## config.mk

```make
export PLATFORM = sky130hd
export DESIGN_NAME = dff_pipe_flat
export DESIGN_NICKNAME = d
export VERILOG_FILES = /design/src/rtl/dff_pipe_if.sv /design/src/rtl/dff_pipe.sv /design/src/flat_wrapper.sv
export SDC_FILE = /design/constraint.sdc
export NUM_CORES = 1
export LEC_CHECK = 0
export ABC_AREA = 1
export BUFFER_PORTS_ARGS = -buffer_cell sky130_fd_sc_hd__buf_2
export CAP_MARGIN = 15
export CORE_ASPECT_RATIO = 1.4
export CORE_UTILIZATION = 55
export CTS_CLUSTER_DIAMETER = 60
export CTS_CLUSTER_SIZE = 28
export DETAILED_ROUTE_END_ITERATION = 6
export PLACE_DENSITY = 0.77
export SYNTH_ARGS = -nofsm -noshare
export SYNTH_HDL_FRONTEND = slang
export SYNTH_SLANG_ARGS = --single-unit
```

## constraint.sdc

```tcl
create_clock -name clk -period 8.2 [get_ports clk]
set_clock_uncertainty 0.15 [all_clocks]
set_input_delay 1.23 -clock clk [delete_from_list [all_inputs] [get_ports clk]]
set_output_delay 1.23 -clock clk [all_outputs]
set_load 0.03 [all_outputs]
```

## src/rtl/dff_pipe_if.sv

```systemverilog
// Bus bundle for dff_pipe: stall/flush controls, input sample with its qualifier,
// and the delayed sample, its qualifier and the occupancy count.
interface dff_pipe_if #(
  parameter int WIDTH = 8,
  parameter int DEPTH = 4
);
  localparam int CW = $clog2(DEPTH + 1);

  logic             en;
  logic             flush;
  logic [WIDTH-1:0] D;
  logic             in_valid;
  logic [WIDTH-1:0] Q;
  logic             out_valid;
  logic [CW-1:0]    count;

  modport master (
    output en, flush, D, in_valid,
    input  Q, out_valid, count
  );

  modport slave (
    input  en, flush, D, in_valid,
    output Q, out_valid, count
  );
endinterface

```

## src/rtl/dff_pipe.sv

```systemverilog
// Multi-stage WIDTH-bit delay line with per-stage valid bits, stall, flush
// and a running count of how many stages hold valid data.
module dff_pipe #(
  parameter int               WIDTH     = 8,
  parameter int               DEPTH     = 4,
  parameter logic [WIDTH-1:0] RESET_VAL = '0
) (
  input logic        clk,
  input logic        rst,
  dff_pipe_if.slave  bus
);
  localparam int CW = $clog2(DEPTH + 1);

  logic [WIDTH-1:0] data [DEPTH];
  logic [DEPTH-1:0] vld;
  logic [CW-1:0]    count_q;

  // Flush clears only the qualifiers; stale data stays behind on purpose.
  always_ff @(posedge clk) begin
    if (rst) begin
      for (int i = 0; i < DEPTH; i++) begin
        data[i] <= RESET_VAL;
      end
      vld     <= '0;
      count_q <= '0;
    end else if (bus.flush) begin
      vld     <= '0;
      count_q <= '0;
    end else if (bus.en) begin
      data[0] <= bus.D;
      vld[0]  <= bus.in_valid;
      for (int i = 1; i < DEPTH; i++) begin
        data[i] <= data[i-1];
        vld[i]  <= vld[i-1];
      end
      count_q <= count_q + CW'(bus.in_valid) - CW'(vld[DEPTH-1]);
    end
  end

  assign bus.Q         = data[DEPTH-1];
  assign bus.out_valid = vld[DEPTH-1];
  assign bus.count     = count_q;
endmodule

```

## src/flat_wrapper.sv

```systemverilog
// flat-port wrapper written by rule: the top's interface ports become plain ports
module dff_pipe_flat 
#(
  parameter int               WIDTH     = 8,
  parameter int               DEPTH     = 4,
  parameter logic [WIDTH-1:0] RESET_VAL = '0
)
  (clk, rst, bus_en, bus_flush, bus_D, bus_in_valid, bus_Q, bus_out_valid, bus_count);
  dff_pipe_if #(.WIDTH(WIDTH), .DEPTH(DEPTH)) bus_i ();
  input logic clk;
  input logic rst;
  input wire logic [$bits(bus_i.en)-1:0] bus_en;
  input wire logic [$bits(bus_i.flush)-1:0] bus_flush;
  input wire logic [$bits(bus_i.D)-1:0] bus_D;
  input wire logic [$bits(bus_i.in_valid)-1:0] bus_in_valid;
  output wire logic [$bits(bus_i.Q)-1:0] bus_Q;
  output wire logic [$bits(bus_i.out_valid)-1:0] bus_out_valid;
  output wire logic [$bits(bus_i.count)-1:0] bus_count;
  assign bus_i.en = bus_en;
  assign bus_i.flush = bus_flush;
  assign bus_i.D = bus_D;
  assign bus_i.in_valid = bus_in_valid;
  assign bus_Q = bus_i.Q;
  assign bus_out_valid = bus_i.out_valid;
  assign bus_count = bus_i.count;
  dff_pipe #(.WIDTH(WIDTH), .DEPTH(DEPTH), .RESET_VAL(RESET_VAL)) u_core (.clk(clk), .rst(rst), .bus(bus_i));
endmodule
```

* Yosys cells after proc, flatten, opt, wreduce, memory -nomap -nowiden
Memory sizes are Yosys's and may differ from the RTL's.
Index checks and enable logic that the tools add are counted.
** Storage, ports and cells
- Input port bits :: 13
- Memory bits (writable) :: 32
- Output and inout bits :: 12
- Memories kept :: 1
- Flip-flop bits (word level) :: 7
** Memories
- u_core.data :: words 4, bits a word 8, rd ports 4, clocked after Yosys merged registers in 0, write ports 4, line dff_pipe.sv:14 : logic [WIDTH-1:0] data [DEPTH];
** Operators by class
- $add $sub $neg :: 2
- Mux-type cells :: 10
- Bitwise operators :: 4
- Reduce and logical (&&, ||, !) cells :: 1
** Operators with widths (number)
- 8-bit 2-to-1 mux :: 4
- 1-bit 2-to-1 mux :: 6
- 1-bit bitwise OR :: 4
- 3-bit by 1-bit adder with 3-bit output :: 1
- 3-bit by 1-bit subtractor with 3-bit output :: 1
- 2-bit OR reduction :: 1

* Depth between registers and ports, before layout
- Word-level depth :: 5
- Depth in mapped cells :: 11
- Mapped depth without buffers :: 11

* Worst setup path before layout
OpenSTA, ideal clock, no wires.
- Kind :: input to register
- Start point :: input bus_en
- End point :: memory u_core.data[0][0] (enable)
- Arrival :: 3.004 ns
- Data required time :: 7.622 ns
- Cell stages on the path :: 3
- Setup slack :: 4.618 ns
- Path through :: buf_4 inv_1 o21bai_1
** RTL lines
- start: declaration :: line flat_wrapper.sv:12 : input wire logic [$bits(bus_i.en)-1:0] bus_en;
- end: declaration :: line dff_pipe.sv:14

* Final worst setup path
- Start point :: register u_core.count_q[1], in the netlist u_core.bus.count[1]
- End point :: output bus_count[1]
** RTL lines
- start: declaration :: line dff_pipe.sv:16 : logic [CW-1:0] count_q;
- start signal: assignment :: line dff_pipe.sv:36 : count_q <= count_q + CW'(bus.in_valid) - CW'(vld[DEPTH-1]);
- end: declaration :: line flat_wrapper.sv:18 : output wire logic [$bits(bus_i.count)-1:0] bus_count;
No word-level cell between the ends.

==> flow_summary_export.csv <==
group,metric,value,unit
worst_setup_path,path_max_fanout,6,
clocking,post-cts-setup-buffer-count,0,
synthesis,synth_seq_cells,39,
routing,route.vias.total,961,
layout,drive_above_1_share,0.202,
sta,fmaxAchievable,0.426,GHz
clocking,cts_resized,0,
power,peakVddDrop,0.195,mV
clocking,ctsHtreeMaxLevel,2,
layout,seq_area,1100,sq um
synthesis,synth_cell_types,15,
grt,grt_usage,0.173,
die,core-area,2850,sq um
worst_hold_path,min_to,"u_core.bus.count[0]$_SDFFE_PP0P_",
worst_hold_path,hold_path_class,"reg2reg",
routing,drcViolationCount,0,
worst_setup_path,cp.required,6.82,ns
clocking,clk_latency,0.29,ns
synthesis,ys_seq_area_frac,0.669,
layout,antenna_cells,0,
clocking,path_clk_slew,0.07,ns
worst_setup_path,critPathKind,"reg2out",
clocking,clk_path_buf_depth,2,
sta,slew_headroom,0.742,
worst_hold_path,hold_depth,2,
worst_setup_path,path_buf_inv,1,
job,maxCapViolCount,0,
grt,grt_max_degree,33,
die,die_w,48.2,um
die,initial_core_util,0.578,
routing,drt.antenna.violating_nets,0,
clocking,cts_tree,"built",
clocking,postCtsHoldBufs,0,
sta,setup_viol,0,
placed_design,dp_hpwl,1370,um
power,pwr_density_cell,219,nW/um^2
clocking,cts.sinks,39,
worst_setup_path,crit_chain,"buf_2",
synthesis,synthCells,152,
routing,drt_first_pass_iters,4,
layout,syn2layout_area_growth,10.7,%
clocking,cts_inserted_buffers,5,
synthesis,yosysTopAreaCell,"edfxtp_1",
worst_setup_path,slowest_stage,"dfxtp_1",
synthesis,synth_top_area_frac,0.584,
worst_setup_path,endpoint_kind,"output port",
routing,viasPerCell,4.58,
grt,grt-ovfl-total,0,
layout,multi_input_area,305,sq um
layout,fillers,227,
worst_setup_path,r2r-end,"u_core.bus.count[2]$_SDFFE_PP0P_",
sta,worst_slew_pin_slew,0.388,ns
layout,mostFrequentLayoutCells,"nor2_1, inv_1, edfxtp_1, buf_2",
sta,tns,0,ns
die,fp.dieArea,3220,sq um
clocking,cts_root_buf,"clkbuf_8",
grt,antenna_found_initial,0,
sta,rsz0062_at_grt,"no",
layout,final_common_cell,"nor2_1",
status,status,"finished, final reports clean",
die,num_rows,23,
synthesis,synthTopCellsByArea,"edfxtp_1, nor2_1, inv_1",
power,total_power,400,uW
die,pin_count,25,
placed_design,place_congestion,0.582,
synthesis,syn_nets,168,
worst_setup_path,rr_worst_depth,11,
worst_setup_path,critPathLaunchType,"flip-flop",
grt,grt_pass1_wl,3550,um
sta,slew_viol_final,0,
worst_setup_path,critical-path-max-stage-delay,0.44,ns
layout,final_nets,188,
worst_setup_path,cp_top_family,"flip-flops",
worst_setup_path,r2r_setup_slack,6.31,ns
synthesis,yosys_warnings,0,
worst_setup_path,arrival,0.97,ns
routing,wl_per_cell,10.5,um
worst_setup_path,worstReg2RegStart,"u_core.bus.count[0]$_SDFFE_PP0P_",
power,leakage,0.839,nW
routing,wirelength,2210,um
worst_hold_path,hold_start,"u_core.bus.count[0]$_SDFFE_PP0P_",
routing,drt_iter0_drc,26,
sta,hold_viol,0,
die,die_h,66.7,um
synthesis,avgSynthCellArea,10.8,sq um
placed_design,portBuffers,24,
synthesis,synth_area,1650,sq um
sta,finalCriticalPeriod,2.35,ns
grt,first_global_vias,882,
sta,fin_crit_sh,0.286,
-- cell type report --
class / count / share of cell area
clock buffer: 8 / 0.0549
inverter: 38 / 0.0782
multi-input combinational: 63 / 0.167
sequential: 39 / 0.604
tap: 37 / 0.0254
timing repair buffer: 25 / 0.0700
-- per-stage QoR --
step                cells  cell area (sq um)  hold slack [ns]  worst slack, ns   util
floorplan             152               1650            0.299             4.62      -
global placement      202               1720            0.316             5.68  0.605
detailed placement    202               1720            0.325             5.62  0.605
CTS                   210               1820            0.339             5.85  0.640
global route          210               1820            0.360             5.80  0.640
finish                210               1820            0.333             5.85  0.640
-- synthesized netlist by cell type --
master / number
ha_1: 2
buf_4: 9
buf_6: 3
nand2_1: 4
o21ai_0: 6
nor2_4: 1
nand4_1: 1
edfxtp_1: 32
nand2_4: 1
fa_1: 1
inv_1: 38
nor2_1: 44
dfxtp_1: 7
a21oi_1: 2
o21bai_1: 1
-- worst register-to-register path, cell delays in order (launching register included) --
cell,delay (ns)
dfxtp_1,0.32
inv_1,0.05
ha_1,0.28
inv_1,0.06
ha_1,0.13
inv_1,0.05
fa_1,0.42
inv_1,0.10
nand2_1,0.07
nand4_1,0.07
nand2_1,0.05
nor2_1,0.08
-- flip-flops by register name, indices dropped and copies added, names as in the netlist --
signal            cells
u_core.vld            4
u_core.data          32
u_core.bus.count      3
-- worst max-delay path by stage --
stage,start,endpoint,slack [ns],cells after the start
floorplan,bus_en,u_core.data[0][0]$_SDFFCE_PN0P_,4.62,3
global placement,bus_en,u_core.data[0][29]$_SDFFCE_PN0P_,5.68,4
detailed placement,bus_en,u_core.data[0][27]$_SDFFCE_PN0P_,5.62,4
CTS,u_core.bus.count[1]$_SDFFE_PP0P_,bus_count[1],5.85,1
global route,u_core.bus.count[1]$_SDFFE_PP0P_,bus_count[1],5.80,1
finish,u_core.bus.count[1]$_SDFFE_PP0P_,bus_count[1],5.85,1
-- where the power goes --
group	internal [mW]	switching [mW]	leakage (nW)
sequential	0.226	0.00332	0.396
combinational	0.00942	0.0217	0.392
clock	0.0767	0.0626	0.0515
total	0.312	0.0877	0.839
-- layer usage --
| metal | track usage | share of wire | up-vias |
|---|---|---|---|
| li1 | - | - | 491 |
| met1 | 0.184 | 0.39 | 439 |
| met2 | 0.247 | 0.53 | 25 |
| met3 | 0.0813 | 0.047 | 6 |
| met4 | 0.142 | 0.038 | 0 |
| met5 | 0 | 0 | - |
-- cell families after synthesis --
family	count (synthesis)	share of synthesized area
buffers and inverters	50	0.148
flip-flops	39	0.669
adder cells (fa/ha/maj)	3	0.0274
AO/OA/AOI/OAI	9	0.0289
AND/OR/NAND/NOR	51	0.127
No activity file was read; power rests on OpenSTA's default activity.
